[src/rtl/acc_sched.sv]
// acc_sched: round-robin scheduler sharing one W-bit accumulate datapath
// among NREQ requesters. Each accepted request runs IDLE -> LOAD -> ACCUM
// and is acknowledged by a one-cycle grant while the FSM is in ACCUM.
//
// Handshake: requester i holds req[i] high with req_value[i] stable. The
// request counts as accepted on the rising edge where the FSM is in IDLE and
// i wins arbitration. gnt[i] is high for exactly one cycle (ACCUM) per
// accepted request, and req[i] may drop on the edge that follows. A request
// still high after that edge is arbitrated again in the next IDLE cycle.
module acc_sched #(
    parameter int NREQ = 4,
    parameter int W    = 32,
    localparam int IW  = (NREQ > 1) ? $clog2(NREQ) : 1
) (
    input  logic              clk,
    input  logic              rst_n,
    input  logic [NREQ-1:0]   req,
    input  logic [NREQ*W-1:0] req_value,
    input  logic              clear,
    output logic [NREQ-1:0]   gnt,
    output logic              busy,
    output logic [IW-1:0]     owner,
    output logic [W-1:0]      acc,
    output logic              ovf,
    output logic [7:0]        led,
    output logic [1:0]        state
);

    localparam logic [1:0] S_IDLE  = 2'd0;
    localparam logic [1:0] S_LOAD  = 2'd1;
    localparam logic [1:0] S_ACCUM = 2'd2;

    logic [IW-1:0] ptr;
    logic [W-1:0]  opnd;
    logic [IW-1:0] winner;
    logic          found;
    logic [W-1:0]  vals [NREQ];
    logic [W:0]    sum;

    // Split the flat operand bus into per-requester words.
    always_comb begin
        for (int i = 0; i < NREQ; i++) begin
            vals[i] = req_value[i*W +: W];
        end
    end

    // Rotating priority: first asserted request at or above ptr, wrapping.
    // NREQ is a power of two, so the IW-bit addition wraps modulo NREQ.
    always_comb begin
        logic [IW-1:0] idx;
        winner = ptr;
        found  = 1'b0;
        for (int k = 0; k < NREQ; k++) begin
            idx = ptr + k[IW-1:0];
            if (!found && req[idx]) begin
                winner = idx;
                found  = 1'b1;
            end
        end
    end

    // Widened add so the carry-out can feed the sticky overflow flag.
    assign sum = {1'b0, acc} + {1'b0, opnd};

    // Scheduler FSM and accumulator state.
    always_ff @(posedge clk or negedge rst_n) begin
        if (!rst_n) begin
            state <= S_IDLE;
            acc   <= '0;
            ovf   <= 1'b0;
            ptr   <= '0;
            owner <= '0;
            opnd  <= '0;
        end else begin
            case (state)
                S_IDLE: begin
                    // Clear has priority over any pending request.
                    if (clear) begin
                        acc <= '0;
                        ovf <= 1'b0;
                    end else if (found) begin
                        owner <= winner;
                        opnd  <= vals[winner];
                        state <= S_LOAD;
                    end
                end
                S_LOAD: begin
                    // Operand already captured; requester changes are ignored.
                    state <= S_ACCUM;
                end
                S_ACCUM: begin
                    acc   <= sum[W-1:0];
                    ovf   <= ovf | sum[W];
                    ptr   <= owner + 1'b1;
                    state <= S_IDLE;
                end
                default: begin
                    state <= S_IDLE;
                end
            endcase
        end
    end

    // Grant is the one-hot owner while accumulating.
    always_comb begin
        gnt = '0;
        if (state == S_ACCUM) begin
            gnt[owner] = 1'b1;
        end
    end

    assign busy = (state != S_IDLE);
    assign led  = acc[7:0] & {8{~busy}};

endmodule
[config.mk]
export PLATFORM = sky130hd
export DESIGN_NAME = acc_sched
export DESIGN_NICKNAME = d
export VERILOG_FILES = /design/src/rtl/acc_sched.sv
export SDC_FILE = /design/constraint.sdc
export NUM_CORES = 1
export LEC_CHECK = 0
export ABC_AREA = 1
export ABC_CLOCK_PERIOD_IN_PS = 2600
export BUFFER_PORTS_ARGS = -buffer_cell sky130_fd_sc_hd__buf_2
export CAP_MARGIN = 25
export CORE_ASPECT_RATIO = 0.6
export CORE_MARGIN = 5
export CORE_UTILIZATION = 50
export CTS_BUF_LIST = sky130_fd_sc_hd__clkbuf_4 sky130_fd_sc_hd__clkbuf_8
export CTS_CLUSTER_DIAMETER = 100
export DETAILED_ROUTE_END_ITERATION = 16
export PLACE_DENSITY = 0.77
export SYNTH_ARGS = -nofsm -noshare
export SYNTH_HDL_FRONTEND = slang
export SYNTH_SLANG_ARGS = --single-unit
[constraint.sdc]
create_clock -name clk -period 2.6 [get_ports clk]
set_input_delay 0.52 -clock clk [delete_from_list [all_inputs] [get_ports clk]]
set_output_delay 0.52 -clock clk [all_outputs]
set_load 0.02 [all_outputs]
Yosys cells after proc, flatten, opt, wreduce, memory -nomap -nowiden

Index checks and enable logic that the tools add are counted.
Widths: inputs -> output; s select.

Bits in registers: 71
Input bits: 135
Output and inout bits: 50
Word-level logic and storage cells: 69

$add $sub $neg: 5
$lt $le $gt $ge: 7
Equality and inequality tests: 5
Multiplexer cells: 28
Bitwise logic cells: 5
Reductions and logical operators: 13

Operator list:

| kind                | count |
|---|---|
| $mux 32             | 3 |
| $bmux 32 s2         | 1 |
| $pmux 32 s2         | 1 |
| $add 32x32->33      | 1 |
| $lt 2x3->1 const B  | 5 |
| $mux 1              | 10 |
| $mux 2              | 5 |
| $and 8x8->8         | 1 |
| $bmux 1 s2          | 4 |
| $ne 2x2->1 const B  | 3 |
| $add 2x1->2 const B | 2 |
| $add 2x2->2 const B | 2 |
| $logic_and 1x1->1   | 4 |
| $mux 4              | 1 |
| $pmux 2 s2          | 1 |
| $reduce_and 2->1    | 2 |
| $reduce_bool 2->1   | 2 |
| $ge 3x3->1 const B  | 1 |
| $logic_not 1->1     | 3 |
| $not 2->3           | 1 |
| $reduce_and 3->1    | 1 |
| $demux 1 s2         | 1 |
| $eq 2x1->1 const B  | 1 |
| $eq 2x2->1 const B  | 1 |
| 5 further kinds     | 6 |

Logic depth before layout (Yosys ltp)

Gate-level depths: netlist (run 1).

Word-level depth: 16
Mapped depth: 19
Depth with buffers taken out: 16

Least setup slack after synthesis (run 1)

Ideal clock, no wire load.

Path kind: reg-to-reg
From: register acc[0]
To: register acc[24]
Setup time: 0.118 ns
Arrival: 2.200 ns
Data required time: 2.482 ns
Path slack: 0.282 ns
Cell stages (with the launch flop): 14
Buffers on the path: 0
Clock period less this slack: 2.318 ns
Cells stage by stage: dfrtp_1 ha_1 inv_1 fa_1 inv_1 nand2_1 o21ai_0 a21oi_1 o21ai_0 nand2_1 nand2_1 nand2_1 nand3_1 nand2_1

Cells in the longest elaborated chain, start to end: 2

Ends and longest elaborated chain:

| item                   | RTL line | text |
|---|---|---|
| from (decl)            | 23       | `output logic [W-1:0] acc,` |
| from (signal assigned) | 92       | `acc <= sum[W-1:0];` |
| $add 32x32->33         | 63       | `assign sum = {1'b0, acc} + {1'b0, opnd};` |
| $pmux 32 s2            | 75       | `case (state)` |

Every way passes these cells.
A chain may end at the register's enable or synchronous reset.

Worst setup path in the final report (run 1)

From: register ptr[0]
To: register opnd[4]

Cells in the longest elaborated chain, start to end: 16
Elaborated cells between the ends (all ways): 29
Those cells by class: add/sub (3); mux (18); bitwise (1); reduce/logical (7)

Ends and longest elaborated chain:

| item                                                                 | RTL line | text |
|---|---|---|
| from (decl)                                                          | 33       | `logic [IW-1:0] ptr;` |
| from (signal assigned)                                               | 94       | `ptr <= owner + 1'b1;` |
| parallel branches: the longest is 16 deep, another holds $add 2x1->2 | --       |  |
| to (signal assigned)                                                 | 83       | `opnd <= vals[winner];` |
| to (decl)                                                            | 34       | `logic [W-1:0] opnd;` |

Parallel ways; which one is timed is not known. The select of a mux whose other input is x is not followed.

==> results of run 1 <==
area by class of cell:
cell class | count | area [um2]
clock buffer | 9 | 124
clock inverter | 7 | 96.3
fill | 1276 | 4990
inverter | 70 | 265
multi-input combinational | 869 | 4140
sequential | 71 | 1780
tap | 170 | 213
timing repair buffer | 199 | 1090
power breakdown:
group / internal (uW) / total (uW) / switching [uW]
clock: 541 / 982 / 441
sequential: 1610 / 2110 / 506
combinational: 2520 / 7810 / 5290
cell families (layout without fill, tap and decap cells):
kind of cell,count (synthesis),after routing
fa+ha+maj,37,37
xor+xnor,3,3
compound gates,120,120
flops,71,71
buf+inv,108,285
simple gates,709,709
metrics by stage:
step | std cells | util [%] | setup TNS, ns | area, um2
CTS | 1395 | 60.6 | 0 | 7690
finish | 1395 | 60.7 | 0 | 7700
global route | 1395 | 60.7 | -0.00451 | 7700
global placement | 1379 | 58.8 | 0 | 7470
detailed placement | 1379 | 58.8 | 0 | 7470
floorplan | 1048 | - | 0 | 6420
placed cells by master (no fill, tap or decap), drive strengths merged, types with 4 or more instances in the layout:
| cell | n |
|---|---|
| o21ai | 48 |
| clkinv | 4 |
| o21a | 4 |
| inv | 68 |
| nand3 | 104 |
| dfrtp | 71 |
| ha | 36 |
| buf | 199 |
| clkbuf | 9 |
| nand2 | 501 |
| nand4 | 9 |
| nor2 | 75 |
| nor3 | 10 |
| o22ai | 6 |
| a21oi | 49 |
| a21boi | 5 |
worst paths after layout:
check | startpoint | to | slack [ns]
max reg2reg | ptr[0] | opnd[4] | 0.18
max in group asynchronous | rst_n | ptr[1] | 1.77
min | rst_n | acc[6] | 0.16
max | ptr[0] | opnd[4] | 0.18
min in group clk | req_value[72] | opnd[8] | 0.47
min reg2reg | state[1] | state[1] | 0.49
flip-flops by register name, summed over array words and instances (netlist names):
name and count:
acc 32, opnd 32, ovf 1, owner 2
ptr 2, state 2
per-layer routing:
metal	global-route usage, %	vias to the layer above	part of all wire, %
li1	-	3723	-
met4	3.40	0	0.53
met1	46.6	3277	50
met3	6.33	10	11
met5	0	-	0
met2	36.9	345	38
==> results_dict.tcl, run 1 <==
set metrics [dict create \
    grt_first_pass_wirelength_mm 34.8 \
    finalHoldViolations 0 \
    power_leakage_uw 0.00444 \
    track_usage_pct 28.0 \
    fin_crit_sh_pct 93.0 \
    synth_ff_type "dfrtp_1" \
    cts_setup_buffers 0 \
    critPathArrivalTime_ns 2.71 \
    ir_worst_vdd_v 0.000857 \
    firstDrtPassIters 7 \
    end_kind "register" \
    synth_area_leaders "nand2_1 28%, dfrtp_1 28%, nand3_1 8.0%" \
    antenna_cells 0 \
    syn-num-nets 1220 \
    clkTransAtPathRegs_ns 0.08 \
    die_x_um 156 \
    ys_warn_count 0 \
    drtIter0Drc 645 \
    ff2ff_path_depth 15 \
    crit_family "simple AND/OR/NAND/NOR gates" \
    max_freq_ghz 0.414 \
    pin_count 185 \
    place_ws_ns 0.145 \
    worst_slack_ns 0.182 \
    required_ns 2.89 \
    grt_remaining_overflow 0 \
    synth_edf_count 0 \
    crit_path_cell_trace "buf_4 > nand2_2 > nand2_1 > nand2_1 > nand2_4 > nor2_4 > nand4_4 > nand2_2 > buf_12 > nand2_1 > nand2_1 > nand2_1 > nand2_1 > nand2_1 > nand2_1" \
    clockBufferDepth 2 \
    design.core.area_um2 12700 \
    p_per_area_nw_per_um2 1420 \
    worst_path_max_delay_cell "dfrtp_1" \
    synth.most_common_cell "nand2_1" \
    vias 7355 \
    cts_root_buf "clkbuf_8" \
    syn_inst 1048 \
    dieArea_um2 15300 \
    die_h_um 97.8 \
    cts_tree "yes" \
    power_uw 10900 \
    synthMuxAreaShare_pct 0 \
    post_synth_num_cell_types 40 \
    clock_latency_ns 0.35 \
    synthArstFlopShare_pct 100 \
    yosysTopAreaCell "nand2_1" \
    crit_type "reg -> reg" \
    ys_top_cells_by_count "479 x nand2_1, 103 x nand3_1, 74 x nor2_1" \
    synth-simple-area-share_pct 46.2 \
    skew_ns 0.00772 \
    holdBufCountCts 0 \
    antenna_left 0 \
    htree_levels 3 \
    crit_top_cell "nand2_1" \
    area_growth_pct 19.9 \
    whs_ns 0.159 \
    path_depth 15 \
    max_stage_delay_ns 0.40 \
    cts_resized 0 \
    ys_ff_latch 71 \
    wl_per_cell_um 15.5 \
    drc_errors 0 \
    path_buf_inv 2 \
    dp_hpwl_mm 17.4 \
    grt_pass1_vias 6735 \
    status "completed" \
    drive_gt1_share_pct 20.5 \
    slew_violations 0 \
    setup_viol 0 \
    synth_xor_area_share_pct 0.409 \
    routabilityCongestion 0.971 \
    synth_fa_ha_area_share_pct 7.33 \
    synth_area_um2 6420 \
    hold_path.class "in -> async" \
    cp_max_fo 43 \
    netlist.area_leader.share_pct 28.0 \
    num_rows 32 \
    antenna_found_initial 0 \
    cp-start-kind "register" \
    syn_area_per_cell_um2 6.13 \
    ys_seq_area_share_pct 27.7 \
    avgViaCountPerCell 5.27 \
    synth_compound_area_share_pct 10.2 \
    finalCriticalPeriod_ns 2.42 \
    slew_headroom_pct 61.4 \
    start_util_pct 50.6 \
    tightest_slew_ns 0.580 \
    clock-sinks 71 \
    grt_max_degree 51 \
    wirelength_mm 21.6 \
    maxCapViolCount 0 \
    port_buffers 184 \
    synth_top_family_by_area "simple AND/OR/NAND/NOR gates" \
    cts_made_buffers 9 \
    fin_nets 1392 \
]
(Power assumes the default switching activity.)
==> run 2, diff against run 1 <==
--- a/config.mk
+++ b/config.mk
@@ -16,6 +16,7 @@
 export CTS_CLUSTER_DIAMETER = 100
 export DETAILED_ROUTE_END_ITERATION = 16
 export PLACE_DENSITY = 0.77
+export RECOVER_POWER = 100
 export SYNTH_ARGS = -nofsm -noshare
 export SYNTH_HDL_FRONTEND = slang
 export SYNTH_SLANG_ARGS = --single-unit
==> run 2 against run 1 <==
Clock-buffer cell count did not move. Register-to-register slack is essentially flat. Critical path type unchanged. Critical endpoint unchanged. Wire length is essentially flat. Setup slack worse by 0.0020 ns. Combinational power decreased by 1%. Power decreased by 0.73%. Die area stayed put. Maximum frequency hardly changed.
==> results_dict.tcl, run 2 (synthesis results as in run 1) <==
set metrics [dict create \
    place_inst 1379 \
    start_util_pct 50.6 \
    crit_path_cell_trace "buf_4 > nand2_2 > nand2_1 > nand2_1 > nand2_4 > nor2_4 > nand4_4 > nand2_2 > buf_12 > nand2_1 > nand2_1 > nand2_1 > nand2_1 > nand2_1 > nand2_1" \
    avgViaCountPerCell 5.27 \
    clockBufferDepth 2 \
    vias 7350 \
    layoutNonFillerInstCount 1395 \
    place_area_um2 7470 \
    fin_crit_sh_pct 93.1 \
    required_ns 2.88 \
    fillerInstances 1311 \
    critPathArrivalTime_ns 2.70 \
    firstDrtPassIters 7 \
    p_int_uw 4580 \
    hold_path.class "in -> async" \
    tns_ns 0 \
    final_common_cell "nand2_1" \
    die_x_um 156 \
    antenna_left 0 \
    setup_viol 0 \
    cp-start-kind "register" \
    p_seq_share_pct 19.6 \
    skew_ns 0.00698 \
    p_sw_share_pct 57.7 \
    clock_latency_ns 0.35 \
    routabilityCongestion 0.971 \
    design.core.area_um2 12700 \
    num_rows 32 \
    slew_headroom_pct 7.24 \
    crit_top_cell "nand2_1" \
    status "completed" \
    maxCapViolCount 0 \
    clockPowerShare_pct 9.1 \
    reg.largest.list "acc x32, opnd x32" \
    clkTransAtPathRegs_ns 0.08 \
    wl_per_cell_um 15.5 \
    finalHoldViolations 0 \
    cts_root_buf "clkbuf_8" \
    pin_count 185 \
    grt_first_pass_wirelength_mm 34.8 \
    antenna_cells 0 \
    clock-sinks 71 \
    p_comb_share_pct 71.4 \
    drtIter0Drc 635 \
    dp_hpwl_mm 17.4 \
    die_h_um 97.8 \
    worst_path_max_delay_cell "dfrtp_1" \
    cts_tree "yes" \
    grt_remaining_overflow 0 \
    max_freq_ghz 0.413 \
    max_stage_delay_ns 0.40 \
    crit_type "reg -> reg" \
    finalCriticalPeriod_ns 2.42 \
    end_kind "register" \
    p_per_area_nw_per_um2 1420 \
    tightest_slew_ns 1.39 \
    track_usage_pct 28.0 \
    switchingPower_uw 6250 \
    power_leakage_uw 0.00423 \
    area_growth_pct 18.7 \
    wirelength_mm 21.6 \
    grt_max_degree 51 \
    drc_errors 0 \
    cp_max_fo 43 \
    fin_nets 1392 \
    dieArea_um2 15300 \
    slew_violations 0 \
    port_buffers 184 \
    grt_pass1_vias 6735 \
    final_cell_mix "479 x nand2_1, 133 x buf_2, 103 x nand3_1" \
    finish.utilization_pct 60.1 \
    path_buf_inv 2 \
    crit_family "simple AND/OR/NAND/NOR gates" \
    holdBufCountCts 0 \
    antenna_found_initial 0 \
    drive_gt1_share_pct 16.2 \
    cts_made_buffers 9 \
    ir_worst_vdd_v 0.000853 \
    htree_levels 3 \
    stdcell_area_um2 7620 \
]
-- run 2: power by group through the flow --
stage	Sequential [uW]	Clock, uW	Combinational [uW]
floorplan	2200	0	5640
global placement	2100	0	7560
detailed placement	2100	0	7630
CTS	2090	1000	7670
global route	2170	1040	8710
finish	2120	980	7730
-- run 2: worst paths after layout --
kind | startpoint | end | slack, ns | depth (start not counted)
min in group clk | req_value[72] | opnd[8] | 0.47 | 5
max in group asynchronous | rst_n | ptr[1] | 1.20 | 2
worst min register to register | state[1] | state[1] | 0.49 | 1
worst max register to register | ptr[0] | opnd[4] | 0.18 | 15
worst max-delay path | ptr[0] | opnd[4] | 0.18 | 15
worst min-delay path | rst_n | acc[6] | 0.47 | 1
-- run 2: cell type report --
| cell class | instances | area, um2 | area share [%] |
|---|---|---|---|
| multi-input cells | 869 | 4130 | 54.2 |
| clock inverters | 7 | 96.3 | 1.26 |
| repair buffers | 199 | 1020 | 13.3 |
| inverters | 70 | 265 | 3.48 |
| well taps | 170 | 213 | 2.79 |
| flip-flops and latches | 71 | 1780 | 23.3 |
| clock buffers | 9 | 124 | 1.62 |
-- run 2: routing by layer --
| metal | global-route usage [%] | wire [um] | up-vias |
|---|---|---|---|
| met5 | 0 | 0 | - |
| met4 | 3.40 | 108 | 0 |
| met3 | 6.33 | 2330 | 11 |
| met2 | 36.9 | 8240 | 338 |
| met1 | 46.6 | 10900 | 3276 |
| li1 | - | - | 3725 |
-- run 2: repair_timing --
item	CTS	global route
gates resized for setup	0	7
setup buffers	0	0
setup endpoints to repair	0	5
-- run 2: stage by stage --
step	total power (uW)	hold slack, ns	setup WS, ns
2_1_floorplan	7840	0.224	0.282
3_3_place_gp	9660	0.461	0.200
3_5_place_dp	9740	0.471	0.145
4_1_cts	10800	0.163	0.139
5_1_grt	11900	0.473	-0.00450
6_report	10800	0.470	0.180
==> run 3, diff against run 2 <==
--- a/config.mk
+++ b/config.mk
@@ -15,6 +15,7 @@
 export CTS_BUF_LIST = sky130_fd_sc_hd__clkbuf_4 sky130_fd_sc_hd__clkbuf_8
 export CTS_CLUSTER_DIAMETER = 100
 export DETAILED_ROUTE_END_ITERATION = 16
+export MAX_ROUTING_LAYER = met4
 export PLACE_DENSITY = 0.77
 export RECOVER_POWER = 100
 export SYNTH_ARGS = -nofsm -noshare
==> run 3 against run 2 <==
The run now ends with max-capacitance violations left. Cell count about the same. Sequential share of layout area grew 0.077 points. Critical path depth stayed put. Maximum frequency increased by 0.24%. Utilization fell by 0.20 points. Cell area fell by 0.33%. Clock skew is 0.0035 ns higher. Non-clock buffer count rose by 1. Hold slack worse by 0.015 ns. First-iteration DRC count rose by 5.8%. Clock power shrank 7.4%. Setup slack better by 0.0057 ns. Critical endpoint unchanged. Largest cell class unchanged.
==> results_dict.tcl, run 3 (synthesis results as in run 1) <==
set metrics [dict create \
    wl_per_cell_um 15.5 \
    required_ns 2.90 \
    switchingPower_uw 6260 \
    regToRegSetupSlack_ns 0.19 \
    fin_crit_sh_pct 92.9 \
    cp_max_fo 43 \
    drtIter0Drc 672 \
    place_inst 1380 \
    design.core.area_um2 12700 \
    whs_ns 0.455 \
    area_growth_pct 18.3 \
    rsz0062_at_grt "yes" \
    slew_violations 0 \
    antenna_left 0 \
    cts_root_buf "clkbuf_8" \
    max_stage_delay_ns 0.40 \
    slew_headroom_pct 0.685 \
    fillerInstances 1296 \
    path_buf_inv 2 \
    pin_count 185 \
    worst_path_max_delay_cell "dfrtp_1" \
    grt_pass1_vias 6850 \
    critPathArrivalTime_ns 2.72 \
    grt_max_degree 51 \
    final_cell_mix "479 x nand2_1, 134 x buf_2, 103 x nand3_1" \
    max_freq_ghz 0.414 \
    status "complete, but fails checks" \
    p_int_uw 4490 \
    finalHoldViolations 0 \
    power_uw 10700 \
    skew_ns 0.0105 \
    p_seq_share_pct 19.8 \
    avgViaCountPerCell 5.31 \
    grt_first_pass_wirelength_mm 34.8 \
    port_buffers 184 \
    crit_family "simple AND/OR/NAND/NOR gates" \
    num_rows 32 \
    path_depth 15 \
    startpoint "ptr[0]" \
    clockPowerShare_pct 8.4 \
    routabilityCongestion 0.973 \
    final_common_cell "nand2_1" \
    tns_ns 0 \
    reg.largest.list "acc x32, opnd x32" \
    crit_top_cell "nand2_1" \
    firstDrtPassIters 5 \
    tightest_slew_ns 1.49 \
    ff2ff_path_depth 15 \
    dp_hpwl_mm 17.5 \
    violations "max-capacitance violations" \
    fin_nets 1393 \
    min_path_cells 5 \
    start_util_pct 50.6 \
    drc_errors 0 \
    endpoint "opnd[4]" \
    ir_worst_vdd_v 0.000932 \
    crit_path_cell_trace "buf_4 > nand2_2 > nand2_1 > nand2_1 > nand2_4 > nor2_4 > nand4_4 > nand2_2 > buf_12 > nand2_1 > nand2_1 > nand2_1 > nand2_1 > nand2_1 > nand2_1" \
    grt_remaining_overflow 0 \
    regArea_um2 1780 \
    antenna_found_initial 0 \
    clock_latency_ns 0.37 \
    crit_type "reg -> reg" \
    min_from "req_value[65]" \
    cp-start-kind "register" \
    vias 7408 \
    drive_gt1_share_pct 16.3 \
    clock-sinks 71 \
    dieArea_um2 15300 \
    reg2reg_to "opnd[4]" \
    setup_viol 0 \
    power_leakage_uw 0.00423 \
    p_per_area_nw_per_um2 1410 \
    antenna_cells 0 \
    cts_made_buffers 9 \
    holdBufCountCts 0 \
    wirelength_mm 21.6 \
    layoutNonFillerInstCount 1396 \
    maxCapViolCount 1 \
    die_h_um 97.8 \
    cts_tree "yes" \
    end_kind "register" \
    hold_path.class "in -> reg" \
    track_usage_pct 28.8 \
    multi_input_area_um2 4130 \
    p_sw_share_pct 58.3 \
    clockBufferDepth 2 \
    finalCriticalPeriod_ns 2.41 \
    clkTransAtPathRegs_ns 0.08 \
    htree_levels 3 \
    die_x_um 156 \
    p_comb_share_pct 71.8 \
    reg2reg_from "ptr[0]" \
]
run 3: cell count changes in the layout (fill, tap and decap cells not counted), sizes merged:
cell,delta
buf,+2
bufinv,-1
clkbuf,-1
clkinv,+2
clkinvlp,-1
run 3: power groups by stage:
stage | Sequential (uW) | Clock, uW | Combinational, uW
CTS | 2100 | 926 | 7680
global route | 2170 | 966 | 8680
floorplan | 2200 | 0 | 5640
finish | 2130 | 907 | 7710
global placement | 2100 | 0 | 7590
detailed placement | 2110 | 0 | 7640
run 3: how the worst min path moves through the flow:
stage | endpoint | slack (ns)
floorplan | acc[0] | 0.22
global placement | state[1] | 0.46
detailed placement | state[1] | 0.46
CTS | acc[1] | 0.18
global route | opnd[1] | 0.48
finish | opnd[1] | 0.46
run 3: what timing repair did:
item                                    CTS  global route
gates resized for setup                   0             4
buffers inserted                          0             0
endpoints found under the setup margin    0             5
run 3: worst reg2reg max path, cell delays in order (launching register included):
cell and delay (ns):
dfrtp_1 0.40, buf_4 0.21, nand2_2 0.07, nand2_1 0.09
nand2_1 0.12, nand2_4 0.08, nor2_4 0.14, nand4_4 0.27
nand2_2 0.22, buf_12 0.22, nand2_1 0.09, nand2_1 0.06
nand2_1 0.04, nand2_1 0.09, nand2_1 0.15, nand2_1 0.13
run 3: final cells by class:
cell class	count	share of cell area (%)
Multi-Input combinational cell	869	54.4
Sequential cell	71	23.4
Timing Repair Buffer	200	13.4
Inverter	70	3.49
Tap cell	170	2.80
Clock buffer	9	1.63
Clock inverter	7	0.955
run 3: per-layer routing:
layer	vias to the layer above	share of wire [%]	global-route usage, %
met4	0	0.75	4.13
met1	3312	50	46.1
met2	331	38	37.4
met3	16	11	5.76
met5	-	0	-
li1	3749	-	-
run 3: metrics by stage:
stage / area (um2) / utilization, % / setup slack (ns)
floorplan: 6420 / - / 0.282
global placement: 7460 / 58.8 / 0.195
detailed placement: 7460 / 58.8 / 0.116
CTS: 7660 / 60.3 / 0.0994
global route: 7600 / 59.9 / -0.0321
finish: 7600 / 59.9 / 0.186
